--- src/rtl/display_pkg.sv ---
`default_nettype none
// ----------------------------------------------------------------------------
// | Module   : display_pkg                                                    |
// | Brief    : Shared types, constants and helpers for the 7-segment scan     |
// |            controller and its BCD decoder.                                |
// | Revision : 1.0 - initial release                                          |
// ----------------------------------------------------------------------------
package display_pkg;

  // Two-phase scan: anodes dark (GUARD) or one digit lit (SHOW)
  typedef enum logic [0:0] {
    GUARD = 1'b0,
    SHOW  = 1'b1
  } scan_state_e;

  // All segments off (active-low bus)
  localparam logic [6:0] SEG_BLANK = 7'h7F;

  // Out-of-range BCD code the decoder renders as blank
  localparam logic [3:0] BCD_BLANK = 4'hF;

  // Ceiling log2; returns 0 for values <= 1
  function automatic int clog2(input int value);
    int v;
    int r;
    v = value - 1;
    r = 0;
    while (v > 0) begin
      r = r + 1;
      v = v >> 1;
    end
    return r;
  endfunction

endpackage
`default_nettype wire

--- src/rtl/display_scan_controller_dec.sv ---
`default_nettype none
// ----------------------------------------------------------------------------
// | Module   : decodificadorBCD7segmentos                                     |
// | Brief    : BCD to active-low 7-segment decoder, {g,f,e,d,c,b,a}.          |
// |            Codes A..F render blank.                                       |
// | Revision : 1.0 - initial release                                          |
// ----------------------------------------------------------------------------
module decodificadorBCD7segmentos
  import display_pkg::*;
(
  input  logic [3:0] i_bcd,
  output logic [6:0] o_seg_n
);

  // Pure lookup; non-decimal codes fall through to blank
  always_comb begin
    o_seg_n = SEG_BLANK;
    case (i_bcd)
      4'h0:    o_seg_n = 7'b1000000;
      4'h1:    o_seg_n = 7'b1111001;
      4'h2:    o_seg_n = 7'b0100100;
      4'h3:    o_seg_n = 7'b0110000;
      4'h4:    o_seg_n = 7'b0011001;
      4'h5:    o_seg_n = 7'b0010010;
      4'h6:    o_seg_n = 7'b0000010;
      4'h7:    o_seg_n = 7'b1111000;
      4'h8:    o_seg_n = 7'b0000000;
      4'h9:    o_seg_n = 7'b0010000;
      default: o_seg_n = SEG_BLANK;
    endcase
  end

endmodule
`default_nettype wire

--- src/rtl/display_scan_controller.sv ---
`default_nettype none
// ----------------------------------------------------------------------------
// | Module   : display_scan_controller                                        |
// | Brief    : Time-multiplexed scan of N_DIGITS common-segment displays      |
// |            through one shared decoder, with dwell/guard sequencing,       |
// |            frame-coherent loading, leading-zero blanking and DPs.         |
// | Revision : 1.0 - initial release                                          |
// ----------------------------------------------------------------------------
module display_scan_controller
  import display_pkg::*;
#(
  parameter int N_DIGITS   = 4,
  parameter int DWELL_CYC  = 12500,
  parameter int GUARD_CYC  = 16,
  parameter bit AN_ACT_LOW = 1'b1
) (
  input  logic                          clk,
  input  logic                          rst_n,
  input  logic [4*N_DIGITS-1:0]         bcd_in,
  input  logic [N_DIGITS-1:0]           dp_in,
  input  logic                          load,
  input  logic                          blank_lz,
  output logic [6:0]                    seg_n,
  output logic                          dp_n,
  output logic [N_DIGITS-1:0]           an,
  output logic [clog2(N_DIGITS)-1:0]    digit_idx,
  output logic                          frame_done
);

  localparam int IDX_W   = clog2(N_DIGITS);
  localparam int CNT_MAX = (DWELL_CYC > GUARD_CYC) ? DWELL_CYC : GUARD_CYC;
  localparam int CNT_W   = (clog2(CNT_MAX) < 1) ? 1 : clog2(CNT_MAX);

  localparam logic [CNT_W-1:0]    c_dwell_last = CNT_W'(DWELL_CYC - 1);
  localparam logic [CNT_W-1:0]    c_guard_last = CNT_W'(GUARD_CYC - 1);
  localparam logic [IDX_W-1:0]    c_idx_last   = IDX_W'(N_DIGITS - 1);
  localparam logic [N_DIGITS-1:0] c_an_off     = {N_DIGITS{AN_ACT_LOW}};

  scan_state_e             r_state;
  scan_state_e             w_state_nxt;
  logic [CNT_W-1:0]        r_cnt;
  logic [CNT_W-1:0]        w_cnt_nxt;
  logic [IDX_W-1:0]        r_idx;
  logic [IDX_W-1:0]        w_idx_nxt;
  logic                    w_wrap;

  logic [4*N_DIGITS-1:0]   r_pend_bcd;
  logic [N_DIGITS-1:0]     r_pend_dp;
  logic [4*N_DIGITS-1:0]   r_act_bcd;
  logic [N_DIGITS-1:0]     r_act_dp;
  logic [4*N_DIGITS-1:0]   w_act_bcd_nxt;
  logic [N_DIGITS-1:0]     w_act_dp_nxt;

  logic [N_DIGITS-1:0]     w_nz;
  logic [3:0]              w_nib;
  logic                    w_dp_sel;
  logic [N_DIGITS-1:0]     w_an_hot;
  logic                    w_force_blank;
  logic [3:0]              w_dec_in;
  logic [6:0]              w_dec_seg;

  logic [6:0]              r_seg_n;
  logic                    r_dp_n;
  logic [N_DIGITS-1:0]     r_an;
  logic                    r_frame_done;

  // Next-state logic: count the phase, flip phase at terminal count, advance digit after SHOW
  always_comb begin
    w_state_nxt = r_state;
    w_cnt_nxt   = r_cnt + 1'b1;
    w_idx_nxt   = r_idx;
    w_wrap      = 1'b0;
    case (r_state)
      GUARD: begin
        if (r_cnt == c_guard_last) begin
          w_state_nxt = SHOW;
          w_cnt_nxt   = '0;
        end
      end
      SHOW: begin
        if (r_cnt == c_dwell_last) begin
          w_state_nxt = GUARD;
          w_cnt_nxt   = '0;
          if (r_idx == c_idx_last) begin
            w_idx_nxt = '0;
            w_wrap    = 1'b1;
          end else begin
            w_idx_nxt = r_idx + 1'b1;
          end
        end
      end
      default: begin
        w_state_nxt = GUARD;
        w_cnt_nxt   = '0;
      end
    endcase
  end

  // Active data only changes on the wrap edge, so a frame is never torn;
  // a load on that same edge lands in pending and waits a full frame
  assign w_act_bcd_nxt = w_wrap ? r_pend_bcd : r_act_bcd;
  assign w_act_dp_nxt  = w_wrap ? r_pend_dp  : r_act_dp;

  // Nonzero OR-chain from the most significant digit downward:
  // w_nz[k] is set if any of digits k..N-1 is nonzero
  always_comb begin
    w_nz = '0;
    w_nz[N_DIGITS-1] = |w_act_bcd_nxt[4*(N_DIGITS-1) +: 4];
    for (int k = N_DIGITS - 2; k >= 0; k--) begin
      w_nz[k] = w_nz[k+1] | (|w_act_bcd_nxt[4*k +: 4]);
    end
  end

  // Select the nibble/DP of the digit about to be shown and its one-hot anode
  always_comb begin
    w_nib    = '0;
    w_dp_sel = 1'b0;
    w_an_hot = '0;
    for (int k = 0; k < N_DIGITS; k++) begin
      if (w_idx_nxt == IDX_W'(k)) begin
        w_nib       = w_act_bcd_nxt[4*k +: 4];
        w_dp_sel    = w_act_dp_nxt[k];
        w_an_hot[k] = 1'b1;
      end
    end
  end

  // Digit 0 is never blanked so an all-zero value still reads "0"
  assign w_force_blank = blank_lz && (w_idx_nxt != '0) && !w_nz[w_idx_nxt];
  assign w_dec_in      = w_force_blank ? BCD_BLANK : w_nib;

  decodificadorBCD7segmentos u_dec (
    .i_bcd   (w_dec_in),
    .o_seg_n (w_dec_seg)
  );

  // Scan FSM, phase counter and digit index
  always_ff @(posedge clk or negedge rst_n) begin
    if (!rst_n) begin
      r_state <= GUARD;
      r_cnt   <= '0;
      r_idx   <= '0;
    end else begin
      r_state <= w_state_nxt;
      r_cnt   <= w_cnt_nxt;
      r_idx   <= w_idx_nxt;
    end
  end

  // Pending (last load wins) and active display data
  always_ff @(posedge clk or negedge rst_n) begin
    if (!rst_n) begin
      r_pend_bcd <= '0;
      r_pend_dp  <= '0;
      r_act_bcd  <= '0;
      r_act_dp   <= '0;
    end else begin
      if (load) begin
        r_pend_bcd <= bcd_in;
        r_pend_dp  <= dp_in;
      end
      r_act_bcd <= w_act_bcd_nxt;
      r_act_dp  <= w_act_dp_nxt;
    end
  end

  // Output registers built from next-state values so segments and anodes switch together
  always_ff @(posedge clk or negedge rst_n) begin
    if (!rst_n) begin
      r_an         <= c_an_off;
      r_seg_n      <= SEG_BLANK;
      r_dp_n       <= 1'b1;
      r_frame_done <= 1'b0;
    end else begin
      r_frame_done <= w_wrap;
      if (w_state_nxt == SHOW) begin
        r_an    <= w_an_hot ^ c_an_off;
        r_seg_n <= w_dec_seg;
        r_dp_n  <= ~w_dp_sel;
      end else begin
        r_an    <= c_an_off;
        r_seg_n <= SEG_BLANK;
        r_dp_n  <= 1'b1;
      end
    end
  end

  assign seg_n      = r_seg_n;
  assign dp_n       = r_dp_n;
  assign an         = r_an;
  assign digit_idx  = r_idx;
  assign frame_done = r_frame_done;

endmodule
`default_nettype wire

--- config.mk ---
export PLATFORM = sky130hd
export DESIGN_NAME = display_scan_controller
export DESIGN_NICKNAME = d
export VERILOG_FILES = /design/src/rtl/display_pkg.sv /design/src/rtl/display_scan_controller_dec.sv /design/src/rtl/display_scan_controller.sv
export SDC_FILE = /design/constraint.sdc
export NUM_CORES = 1
export LEC_CHECK = 0
export ABC_AREA = 1
export BUFFER_PORTS_ARGS = -buffer_cell sky130_fd_sc_hd__clkbuf_2
export CAP_MARGIN = 10
export CELL_PAD_IN_SITES_DETAIL_PLACEMENT = 2
export CELL_PAD_IN_SITES_GLOBAL_PLACEMENT = 2
export CORE_ASPECT_RATIO = 1.5
export CORE_MARGIN = 2
export CORE_UTILIZATION = 38
export CTS_CLUSTER_DIAMETER = 100
export CTS_CLUSTER_SIZE = 8
export DETAILED_ROUTE_END_ITERATION = 8
export GPL_TIMING_DRIVEN = 0
export PLACE_DENSITY_LB_ADDON = 0.1
export SLEW_MARGIN = 5
export SYNTH_ARGS = -nofsm -noshare
export SYNTH_HDL_FRONTEND = slang
export SYNTH_SLANG_ARGS = --single-unit
export TNS_END_PERCENT = 10
--- constraint.sdc ---
create_clock -name clk -period 4.4 [get_ports clk]
set_input_delay 0.44 -clock clk [delete_from_list [all_inputs] [get_ports clk]]
set_output_delay 0.44 -clock clk [all_outputs]
set_load 0.02 [all_outputs]
==> impl_metrics.tcl <==
set metrics [dict create \
    rsz0062_at_grt "false" \
    start_kind "register" \
    core_sq_um 8720 \
    ys_seq_area_share_pct 52.6 \
    maxCapViolations 0 \
    yosysWarnings 0 \
    dp_cells 528 \
    synth_area_leaders "dfrtp_1 (43%), nand2_1 (10%), dfstp_2 (9.4%)" \
    syn_nets 409 \
    diodes 0 \
    clockBufferDepth 2 \
    dp_slack_ns 1.54 \
    setup_viol 0 \
    start_util_pct 38.5 \
    power_density_nw_per_um2 351 \
    area_delta_synth_final_pct 19.0 \
    fin_nets 459 \
    synth_top_cell_by_area "dfrtp_1" \
    fp.dieH_um 119 \
    ant_nets 0 \
    critPathLaunch "r_cnt[0]" \
    boundaryPins 39 \
    finalHoldViolCount 0 \
    drc 0 \
    synthDistinctLibCells 35 \
    grt.total_usage_pct 21.8 \
    drive_gt1_share_pct 26.9 \
    synth_seq_cells 70 \
    slew_viol_final 0 \
    wl_per_cell_um 17.2 \
    vias_per_cell 5.11 \
    tightestPinTransition_ns 0.662 \
    crit_type "register to register" \
    dieWidth_um 80.7 \
    fin_area_sq_um 3990 \
    reg2reg_from "r_cnt[0]" \
    syn_area_per_cell_sq_um 8.83 \
    outcome "completed" \
    drt_wl_total_um 9380 \
    io_buffers 37 \
    max_slew_margin_pct 55.6 \
    placed_area_sq_um 3710 \
    cts_setup_buffers 0 \
    rows 42 \
    finalCriticalPeriod_ns 2.88 \
    first_iter_violations 109 \
    clk_pin_slew_worst_paths_ns 0.06 \
    htreeDepth 3 \
    dieArea_sq_um 9610 \
    ir_drop_mv 0.211 \
    leakage_uw 0.00212 \
    min_path_type "primary input to register" \
    syn_inst 380 \
    hp-start "dp_in[2]" \
    cts_sinks 70 \
    first_pass_iters 4 \
    clk_latency_ns 0.34 \
    vias 2785 \
    fin_skew_ns 0.00589 \
    syn-cell-area_sq_um 3360 \
    root_buffer "clkbuf_16" \
    setup_tns_ns 0 \
    cts_buffers 9 \
    dp_hpwl_um 7030 \
    grt_antenna_before_repair 0 \
    grt_pass1_wl_um 15700 \
    synthDominantCellAreaShare_pct 43.3 \
    cp_max_fo 10 \
    worst_setup_path_end_kind "register" \
    fin_cells 545 \
    max_freq_ghz 0.348 \
    place_congestion 0.695 \
    grt_max_degree 58 \
    fin_ws_ns 1.52 \
    finalCritPeriodShare_pct 65.4 \
    grt-ovfl-total 0 \
    cts_resized 0 \
    critPathArrivalTime_ns 3.13 \
    critPathRequiredTime_ns 4.66 \
    cts_tree "yes" \
    grt_pass1_vias 3201 \
]
-- per-layer routing --
layer	up-vias	GRT usage [%]	part of all wire (%)
met1	1425	23.2	38
met5	-	0	0
met3	17	2.95	1.8
met2	27	40.6	57
met4	0	10.8	2.7
li1	1316	-	-
-- cell usage after synthesis (all sizes together) --
master  instances
nand2         100
nor2           38
clkbuf          3
inv            54
xor2            3
buf             7
or2             2
nand3          27
mux2           10
nand4          18
nor3            4
nor4            2
nor3b           1
xnor2           1
and3            1
a221oi          1
o21ai          26
a211oi          1
dfstp          12
ha              5
a21oi           5
dfrtp          58
o211ai          1
-- stage by stage --
stage | power, uW | hold slack [ns] | utilization (%)
floorplan | 700 | 0.144 | -
global placement | 729 | 0.449 | 42.2
detailed placement | 736 | 0.342 | 42.5
CTS | 1420 | 0.310 | 45.8
global route | 1460 | 0.332 | 45.8
finish | 1400 | 0.311 | 45.8
-- cells by family after synthesis --
| group | Yosys count | share of synthesized area [%] |
|---|---|---|
| simple gates | 193 | 27.4 |
| flops | 70 | 52.6 |
| buf+inv | 64 | 7.87 |
| compound gates | 34 | 5.78 |
| mux | 10 | 3.36 |
| fa+ha+maj | 5 | 1.86 |
| xor+xnor | 4 | 1.04 |
-- sequential cells by signal, summed over array words and instances (netlist names) --
register    cells
r_act_dp        4
digit_idx       2
r_pend_bcd     16
an              4
r_pend_dp       4
frame_done      1
r_state         1
dp_n            1
r_cnt          14
r_act_bcd      16
seg_n           7
-- critical path, stage by stage (launching register included) --
cell and delay, ns:
dfrtp_1 0.37, ha_1 0.24, nand3_1 0.17, nor2_2 0.21
nand3_2 0.20, buf_6 0.21, nand2_1 0.07, nand2_1 0.09
nor2_1 0.15, nand3_1 0.10, nand2_1 0.11, nand3_4 0.14
nand2_1 0.12, inv_1 0.06, ha_1 0.30, nand2_1 0.08
nand2_1 0.05, nand2_1 0.06, nand2_1 0.05
-- final timing paths --
path	to	slack, ns	cells after the start
min	r_pend_dp[2]	0.31	3
min in group asynchronous	r_pend_bcd[2]	0.53	2
max in group asynchronous	an[3]	3.26	3
max reg2reg	seg_n[3]	1.52	18
max	seg_n[3]	1.52	18
min reg2reg	r_act_bcd[0]	0.47	2
-- layout make-up --
cell class | count | area [sq um]
inverters | 54 | 203
plain buffers | 10 | 61.3
clock inverters | 2 | 10.0
fillers | 1000 | 4730
clock buffers | 14 | 264
repair buffers | 39 | 225
flip-flops and latches | 70 | 1770
well taps | 110 | 138
multi-input cells | 246 | 1330
-- cells in the final DEF, fill, tap and decap left out, types with 12 or more instances in the layout --
cell type and instances:
nand2_1 90, clkbuf_2 36, o21ai_0 15, dfrtp_1 58
nor2_1 29, dfstp_2 12, nand4_1 18, nand3_1 24
inv_1 44
-- where the power goes --
part / total, uW / switching, uW / internal, uW
Clock: 677 / 266 / 411
Sequential: 670 / 7.83 / 662
Combinational: 53.9 / 31.2 / 22.8
Total: 1400 / 305 / 1100
-- timing repair --
action / CTS / global route
hold buffers: 1 / 0
setup endpoints to repair: 0 / 0
hold endpoints to repair: 7 / 0
(Power assumes the default switching activity.)
